## src/rtl/photonic_tx_unit.sv

```systemverilog
// Transmit endpoint of the photonic message protocol: holds one word, waits for the
// destination's RTR token, then serialises the word LSB-first in LINK_WIDTH-bit beats.
module photonic_tx_unit #(
  parameter int unsigned WIDTH      = 32,
  parameter int unsigned LINK_WIDTH = 8,
  parameter int unsigned NODES      = 4,
  parameter int unsigned NODE_ID    = 0,
  localparam int unsigned BEATS     = WIDTH / LINK_WIDTH,
  localparam int unsigned NB        = $clog2(NODES)
) (
  input  logic                  clk,
  input  logic                  reset,
  input  logic                  send_request,
  input  logic [NB-1:0]         send_dest,
  input  logic [WIDTH-1:0]      send_data,
  output logic                  send_busy,
  output logic                  send_done,
  input  logic                  rtr_set,
  input  logic [NB-1:0]         rtr_src,
  output logic                  tx_valid,
  output logic [NB-1:0]         tx_dest,
  output logic [LINK_WIDTH-1:0] tx_data,
  output logic                  tx_last
);

  localparam int unsigned BW       = (BEATS > 1) ? $clog2(BEATS) : 1;
  localparam logic [BW-1:0] LastBeat = BW'(BEATS - 1);
  localparam logic [NB-1:0] SelfId   = NB'(NODE_ID);

  typedef enum logic [1:0] {StIdle, StWaitRtr, StSend, StDone} state_e;

  state_e           state_q, state_d;
  logic [NB-1:0]    dest_q, dest_d;
  logic [WIDTH-1:0] data_q, data_d;
  logic [BW-1:0]    beat_q, beat_d;
  logic [NODES-1:0] rtr_flags_q, rtr_flags_d;
  logic             consume;

  assign consume = (state_q == StWaitRtr) && rtr_flags_q[dest_q];

  always_ff @(posedge clk or posedge reset) begin
    if (reset) begin
      state_q <= StIdle;
    end else begin
      state_q <= state_d;
    end
  end

  always_comb begin
    state_d = state_q;
    unique case (state_q)
      StIdle: begin
        if (send_request) state_d = (send_dest == SelfId) ? StDone : StWaitRtr;
      end
      StWaitRtr: begin
        if (consume) state_d = StSend;
      end
      StSend: begin
        if (beat_q == LastBeat) state_d = StDone;
      end
      StDone: state_d = StIdle;
      default: state_d = StIdle;
    endcase
  end

  always_comb begin
    send_busy = (state_q != StIdle);
    send_done = (state_q == StDone);
    tx_valid  = (state_q == StSend);
    tx_dest   = '0;
    tx_data   = '0;
    tx_last   = 1'b0;
    if (state_q == StSend) begin
      tx_dest = dest_q;
      tx_data = data_q[LINK_WIDTH-1:0];
      tx_last = (beat_q == LastBeat);
    end
  end

  // Datapath: the word is shifted down each beat so the current beat is always the low slice.
  always_comb begin
    dest_d      = dest_q;
    data_d      = data_q;
    beat_d      = beat_q;
    rtr_flags_d = rtr_flags_q;
    if ((state_q == StIdle) && send_request) begin
      dest_d = send_dest;
      data_d = send_data;
    end
    if (consume) begin
      rtr_flags_d[dest_q] = 1'b0;
      beat_d              = '0;
    end
    if (state_q == StSend) begin
      data_d = data_q >> LINK_WIDTH;
      beat_d = (beat_q == LastBeat) ? '0 : beat_q + 1'b1;
    end
    // Applied after the consume so a token arriving on the consume edge is kept.
    if (rtr_set && (rtr_src != SelfId)) rtr_flags_d[rtr_src] = 1'b1;
  end

  always_ff @(posedge clk or posedge reset) begin
    if (reset) begin
      dest_q      <= '0;
      data_q      <= '0;
      beat_q      <= '0;
      rtr_flags_q <= '0;
    end else begin
      dest_q      <= dest_d;
      data_q      <= data_d;
      beat_q      <= beat_d;
      rtr_flags_q <= rtr_flags_d;
    end
  end

endmodule

```

## config.mk

```make
export PLATFORM = sky130hd
export DESIGN_NAME = photonic_tx_unit
export DESIGN_NICKNAME = d
export VERILOG_FILES = /design/src/rtl/photonic_tx_unit.sv
export SDC_FILE = /design/constraint.sdc
export NUM_CORES = 1
export LEC_CHECK = 0
export ABC_AREA = 0
export BUFFER_PORTS_ARGS = -buffer_cell sky130_fd_sc_hd__buf_2
export CAP_MARGIN = 30
export CORE_ASPECT_RATIO = 0.5
export CORE_UTILIZATION = 52
export DETAILED_ROUTE_END_ITERATION = 10
export GPL_ROUTABILITY_DRIVEN = 0
export PLACE_DENSITY = 0.8
export SLEW_MARGIN = 10
export SYNTH_ARGS = -nofsm -noshare
export SYNTH_HDL_FRONTEND = slang
export SYNTH_SLANG_ARGS = --single-unit
```

## constraint.sdc

```tcl
create_clock -name clk -period 1.7 [get_ports clk]
set_clock_uncertainty 0.1 [all_clocks]
set_input_delay 0.085 -clock clk [delete_from_list [all_inputs] [get_ports clk]]
set_output_delay 0.085 -clock clk [all_outputs]
set_load 0.02 [all_outputs]
```

==> results of run 1 <==
stage by stage:
step,TNS [ps],worst slack (ps)
final,0,5.12
after global routing,-282,-44.3
after CTS,0,6.89
after detailed placement,0,19.5
after global placement,0,122
after floorplan,0,2.51
area by class of cell:
cell class / count / share of cell area (%)
sequential: 42 / 34.3
multi-input combinational: 149 / 30.7
timing repair buffer: 104 / 28.7
clock buffer: 6 / 2.37
tap: 51 / 2.08
clock inverter: 2 / 1.22
inverter: 5 / 0.612
Yosys cell counts (2+ instances only):
cell type   n
a21oi_1     8
o21ai_0     6
nand3_1     2
inv_1       5
a32o_1      2
ha_1        6
buf_6       2
and2_1     11
clkbuf_1    7
mux2i_1    29
nand2_1    54
nor2_1      2
o21ai_1    21
dfrtp_1    42
buf_12      2
metal layers:
metal | global-route usage, % | wire [um]
met5 | 0 | 0
met4 | 7.81 | 223
met3 | 6.31 | 594
met2 | 48.7 | 3140
met1 | 31.8 | 2590
state kept, by name, summed over array words and instances, names as in the netlist:
register and cells:
data_q 32, dest_q 2, state_q 2, beat_q 2
rtr_flags_q 4
critical path: stages (launching register included):
cell and delay, ps:
dfrtp_1 420, buf_4 160, ha_4 180, clkbuf_16 160
buf_4 130, buf_2 150
worst min-delay path by stage:
stage             startpoint    endpoint  slack (ps)  cells after the start
3_5_place_dp           reset   data_q[7]         -30                      2
3_3_place_gp           reset   data_q[7]         -20                      2
4_1_cts        send_data[23]  data_q[23]         0.6                      3
2_1_floorplan   send_dest[0]   dest_q[0]          90                      2
5_1_grt        send_data[10]  data_q[10]          -3                      3
6_report        send_data[6]   data_q[6]         -10                      3
power by group through the flow:
stage	Sequential, W	Combinational, W	Clock, W
floorplan	0.00163	0.00154	0
global placement	0.00169	0.00177	0
detailed placement	0.00172	0.00185	0
CTS	0.00171	0.00216	0.000803
global route	0.00180	0.00283	0.000854
finish	0.00176	0.00261	0.000817
cells by family (layout without fill, tap and decap cells):
family	after synthesis	in the layout	share of synthesized area, %
flip-flops	42	42	50.1
AO/OA/AOI/OAI	41	41	11.1
multiplexers	29	29	13.8
AND/OR/NAND/NOR	73	73	15.1
buffers and inverters	19	117	6.32
adder cells (fa/ha/maj)	6	6	3.58
repair_timing:
| action | in CTS | in global routing |
|---|---|---|
| resized for setup | 4 | 9 |
| hold buffers | 33 | 0 |
| endpoints found under the hold margin | 74 | 0 |
| setup buffers | 2 | 6 |
| cloned | 2 | 3 |
| setup endpoints to repair | 14 | 33 |
==> impl_metrics.ini, run 1 <==
[placed_design]
io_buffers = 53
dp_hpwl_um = 2850
place_inst = 305
dpl-instance-area_um2 = 2390

[final_layout]
drive_gt1_share_pct = 28.9
final_common_cell = nand2_1
final_area_um2 = 3070
final_cell_mix = nand2_1 (54), buf_2 (50), dfrtp_1 (42)
finalNetCount = 353
utilization_pct = 84.2
finalNonFillerCells = 359
multiInputGateArea_um2 = 941
ff_latch_area_um2 = 1050
syn_to_final_growth_pct = 46.0
n_antenna_cell = 0
fillerInstances = 196

[timing]
fmax_mhz = 590
finalHoldViolCount = 1
finalCritPeriodShare_pct = 99.7
tightestPinTransition_ps = 359
min_period_ps = 1690
slew_headroom_pct = 76.0
setup_viol = 0
drv_slew = 0
holdWs_ps = -13.9

[global_route]
grtUsageTotal_pct = 26.1
grt_pass1_vias = 1807
grt_overflow_total = 0
grt_pass1_wl_um = 8290
antenna_found_initial = 0
grt_max_degree = 34

[logic_synthesis]
synth_seq_area_share_pct = 50.1
synthCells = 210
synth_top_area_cell = dfrtp_1
synth_edf_count = 0
ys_ff_latch = 42
synthTopCellsByArea = dfrtp_1 (50%), mux2i_1 (14%), nand2_1 (9.7%), o21ai_1 (5.0%), ha_1 (3.6%)
synth_cell_type_count = 26
synthArstFlopShare_pct = 100
synthesis.nets = 256
synthesis.area_um2 = 2100
syn_area_per_cell_um2 = 10.0
synth-main-ff-cell = dfrtp_1
synth_top_area_share_pct = 50.1
yosys_warnings = 0

[power]
p_int_w = 0.00315
power.switching_w = 0.00204
power_frac_comb_pct = 50.4
switching_share_pct = 39.3
seqPwrFrac_pct = 33.9
clkPwrFrac_pct = 15.7
ir_worst_vdd_mv = 0.958
power.density_nw_per_um2 = 1690
leakagePower_nw = 1.44
power_w = 0.00519

[routing]
via_count = 2006
totalWireLength_um = 6550
drcViolationCount = 0
drt-initial-drc-count = 200
dr.pass1.iters = 5
wire_per_inst_um = 18.3
vias_per_cell = 5.59
postRouteAntennaNets = 0

[clocking]
clkSlewWorstSetupHoldPaths_ps = 90
cts_tree = done
clkLatencyLatePin_ps = 310
clockRootBuffer = clkbuf_8
cts_buffers = 5
cts.sinks = 42
cts.path.max_buffers = 2
h-tree-depth = 2

[setup_path]
r2r_end = data_q[8]
crit_start = state_q[1]
ff2ff_setup_slack_ps = 5
cp-endpoint = tx_valid
end_kind = output pin
required_ps = 1510
reg2reg_depth = 6
critPathLaunchType = flip-flop
crit-reg2reg-launch = state_q[0]
crit_type = reg2out
cp_max_fo = 8
cp.arrival_ps = 1510

[outcome]
violations = hold timing
status = finished with violations

[floorplan]
die_w_um = 91.9
start_util_pct = 57.7
core-area_um2 = 3640
boundaryPins = 54
die_height_um = 46.9
std_cell_rows = 15
dieArea_um2 = 4310

[min_path]
hp-class = in2reg

[flow_run]
drv_cap = 0
(Power assumes the default switching activity.)
==> inputs of run 2 (changes only) <==
CORE_MARGIN = 3   (was unset)
clock period = 1.6 ns   (was 1.7 ns; I/O delays follow)
==> impl_metrics.ini, run 2 (synthesis gave the netlist of run 1 again) <==
[clocking]
cts_buffers = 5
cts.sinks = 42
h-tree-depth = 2
cts.path.max_buffers = 2
clockRootBuffer = clkbuf_8
clkSlewWorstSetupHoldPaths_ps = 90
clkLatencyLatePin_ps = 300
cts_tree = done

[final_layout]
top_regs = data_q (32), rtr_flags_q (4)
final_common_cell = nand2_1
largest_register_ffs = 32
finalNetCount = 364
fillerInstances = 111
finalNonFillerCells = 371
top_register = data_q
utilization_pct = 92.1
final_cell_mix = nand2_1 (53), dfrtp_1 (42), buf_2 (41)
drive_gt1_share_pct = 37.0
ff_latch_area_um2 = 1050
syn_to_final_growth_pct = 59.7
multiInputGateArea_um2 = 1050

[routing]
postRouteAntennaNets = 0
vias_per_cell = 5.91
drt-initial-drc-count = 158
via_count = 2191
drcViolationCount = 0
dr.pass1.iters = 4
totalWireLength_um = 7810
wire_per_inst_um = 21.1

[global_route]
grt_pass1_wl_um = 9640
antenna_found_initial = 0
grt_pass1_vias = 1949
grtUsageTotal_pct = 27.1
grt_max_degree = 31
grt_overflow_total = 0

[setup_path]
ff2ff_setup_slack_ps = -160
crit_type = reg2reg
cp_max_fo = 8
crit_path_max_incr_delay_ps = 410
cp_cell_sequence = inv_2 -> buf_4 -> ha_4 -> and2_4 -> clkbuf_16 -> mux2i_1 -> o21ai_1
cp-endpoint = data_q[18]
crit-reg2reg-launch = state_q[0]
critPathLaunchType = flip-flop
cp.arrival_ps = 1870
cpMaxStageDelayCell = dfrtp_1
r2r_end = data_q[18]
reg2reg_depth = 7
required_ps = 1700
crit_start = state_q[0]
end_kind = flip-flop

[timing]
finalCritPeriodShare_pct = 110
holdWs_ps = -35.0
min_period_ps = 1760
slew_headroom_pct = 64.8
tightestPinTransition_ps = 524
finalHoldViolCount = 1
rsz0062_at_grt = true
finalWorstSetupSlack_ps = -165
drv_slew = 0
setup_viol = 38
fmax_mhz = 567

[floorplan]
dieArea_um2 = 4880
boundaryPins = 54
die_height_um = 50.9
std_cell_rows = 15
start_util_pct = 57.7
die_w_um = 95.9
core-area_um2 = 3640

[placed_design]
io_buffers = 53
dp_hpwl_um = 3000
place_inst = 308

[outcome]
status = finished with violations
violations = hold timing, setup timing

[power]
leakagePower_nw = 1.53
ir_worst_vdd_mv = 1.34
power.density_nw_per_um2 = 1820

[flow_run]
drv_cap = 0

[min_path]
hp-class = in2reg
-- run 2: repair_timing --
item	in CTS	in global routing
resized for setup	37	26
endpoints found under the setup margin	17	44
hold buffers	37	0
pin swaps	2	0
endpoints found under the hold margin	78	0
gates cloned	3	3
buffers inserted	8	3
-- run 2: where the power goes --
group	internal [W]	switching [W]	total, W
clock	0.000315	0.000418	0.000733
combinational	0.00176	0.00172	0.00348
sequential	0.00154	0.000368	0.00191
total	0.00361	0.00250	0.00611
-- run 2: stage by stage --
stage	total power [W]	area (um2)	TNS (ps)	setup WS, ps
CTS	0.00532	3150	-401	-41.0
global route	0.00638	3350	-4360	-198
global placement	0.00378	2440	0	54.8
finish	0.00611	3350	-3120	-165
detailed placement	0.00390	2440	-25.8	-15.3
floorplan	0.00340	2110	0	20.9
-- run 2: how the worst min path moves through the flow --
stage,start,cells after the start,slack [ps],to
finish,send_data[9],3,-40,data_q[9]
global route,send_data[9],3,-20,data_q[9]
CTS,send_data[9],3,10,data_q[9]
detailed placement,reset,2,-20,state_q[0]
global placement,reset,2,-30,state_q[0]
floorplan,send_dest[0],2,90,dest_q[0]
-- run 2: routing by layer --
layer	part of all wire, %	GRT usage (%)
met4	6.6	12.3
met1	36	32.4
met3	9.2	5.59
met2	48	47.4
met5	0	0
-- run 2: cell type report --
type | instances | area share, %
well taps | 51 | 1.90
clock buffers | 5 | 2.05
inverters | 5 | 0.560
repair buffers | 115 | 32.0
multi-input cells | 149 | 31.3
clock inverters | 3 | 0.747
diodes | 1 | 0.0747
flip-flops and latches | 42 | 31.4
-- run 2: critical path, delay by kind of cell, from the launching register on --
family / cells / cell delay [ps]
AND/OR/NAND/NOR: 1 / 240
multiplexers: 1 / 260
buffers and inverters: 3 / 400
flip-flops: 1 / 410
adder cells (fa/ha/maj): 1 / 150
AO/OA/AOI/OAI: 1 / 100
==> inputs of run 3 (changes only) <==
CORE_MARGIN = 5   (was 3)
==> impl_metrics.ini, run 3 (synthesis gave the netlist of run 1 again) <==
[clocking]
h-tree-depth = 2
clkSlewWorstSetupHoldPaths_ps = 90
clkLatencyLatePin_ps = 300
cts_buffers = 5
clockRootBuffer = clkbuf_8
cts_tree = done
cts.path.max_buffers = 2
cts.sinks = 42

[timing]
rsz0062_at_grt = true
finalWorstSetupSlack_ps = -92.4
tns_ps = -1330
slew_headroom_pct = 51.6
min_period_ps = 1690
tightestPinTransition_ps = 722
finalCritPeriodShare_pct = 106
setup_viol = 30
finalHoldViolCount = 0
fmax_mhz = 591
drv_slew = 0

[floorplan]
core-area_um2 = 3900
std_cell_rows = 16
start_util_pct = 53.8
die_w_um = 99.9
dieArea_um2 = 5490
boundaryPins = 54
die_height_um = 54.9

[final_layout]
syn_to_final_growth_pct = 57.6
top_regs = data_q (32), rtr_flags_q (4)
utilization_pct = 84.8
top_register = data_q
final_cell_mix = nand2_1 (54), dfrtp_1 (42), buf_2 (41)
final_common_cell = nand2_1
finalNonFillerCells = 370
largest_register_ffs = 32
finalNetCount = 361
drive_gt1_share_pct = 33.5
n_antenna_cell = 0

[outcome]
violations = setup timing
status = finished with violations

[routing]
vias_per_cell = 5.63
drcViolationCount = 0
wire_per_inst_um = 19.4
totalWireLength_um = 7180
via_count = 2083
dr.pass1.iters = 5
drt-initial-drc-count = 238
postRouteAntennaNets = 0

[power]
power.density_nw_per_um2 = 1840
ir_worst_vdd_mv = 0.938
leakagePower_nw = 1.51

[setup_path]
cp_max_fo = 5
crit_type = reg2reg
r2r_end = data_q[19]
crit-reg2reg-launch = state_q[1]
reg2reg_depth = 6
critPathLaunchType = flip-flop
required_ps = 1680
end_kind = flip-flop
ff2ff_setup_slack_ps = -90
cp.arrival_ps = 1780

[min_path]
hp-class = in2reg
hold_end = data_q[4]
whs_path_depth = 3
hp-start = send_data[4]

[global_route]
grt_overflow_total = 0
antenna_found_initial = 0
grtUsageTotal_pct = 25.1
grt_pass1_wl_um = 10300
grt_pass1_vias = 2153
grt_max_degree = 37

[placed_design]
io_buffers = 53
place_inst = 310
dp_hpwl_um = 3090

[flow_run]
drv_cap = 0
[run 3: worst max path at each step]
stage,from,endpoint,cells after the start
4_1_cts,state_q[0],tx_data[0],6
3_5_place_dp,state_q[1],data_q[1],6
3_3_place_gp,state_q[1],data_q[6],6
5_1_grt,state_q[0],data_q[19],7
2_1_floorplan,state_q[0],state_q[0],6
6_report,state_q[1],data_q[19],6
[run 3: through the flow]
step | hold slack (ps) | instance area (um2) | setup slack (ps) | power (W)
2_1_floorplan | 85.4 | 2110 | 20.9 | 0.00340
3_3_place_gp | 18.6 | 2420 | 86.0 | 0.00374
3_5_place_dp | 33.4 | 2420 | -5.09 | 0.00384
4_1_cts | 0.417 | 3130 | -19.1 | 0.00537
5_1_grt | 47.0 | 3310 | -174 | 0.00636
6_report | 17.9 | 3310 | -92.4 | 0.00607
[run 3: critical path: stages, from the launching register on]
cell       delay, ps
dfrtp_1          420
inv_2            130
ha_4             160
and2_4           220
clkbuf_16        170
mux2i_1          260
o21ai_1          110
[run 3: where the power goes]
part | switching [W] | total [W] | internal, W | leakage [nW]
logic | 0.00163 | 0.00332 | 0.00169 | 0.933
clock network | 0.000395 | 0.000862 | 0.000466 | 0.0514
registers | 0.000359 | 0.00190 | 0.00154 | 0.529
[run 3: layer usage]
layer / GRT usage, % / routed length (um)
met2: 46.6 / 3650
met1: 28.6 / 2730
met4: 12.2 / 248
met3: 5.51 / 562
met5: 0 / 0
[run 3: area by class of cell]
type,count,area [um2]
clock buffer,6,72.6
sequential,42,1050
inverter,5,18.8
clock inverter,2,37.5
multi-input combinational,149,1030
fill,173,594
tap,54,67.6
timing repair buffer,112,1040
[run 3: what timing repair did]
| item | in CTS | in global routing |
|---|---|---|
| cloned | 3 | 2 |
| hold buffers | 36 | 1 |
| resized for setup | 32 | 25 |
| pin swaps | 1 | 3 |
| hold endpoints to repair | 52 | 1 |
| endpoints found under the setup margin | 14 | 44 |
| setup buffers | 7 | 3 |
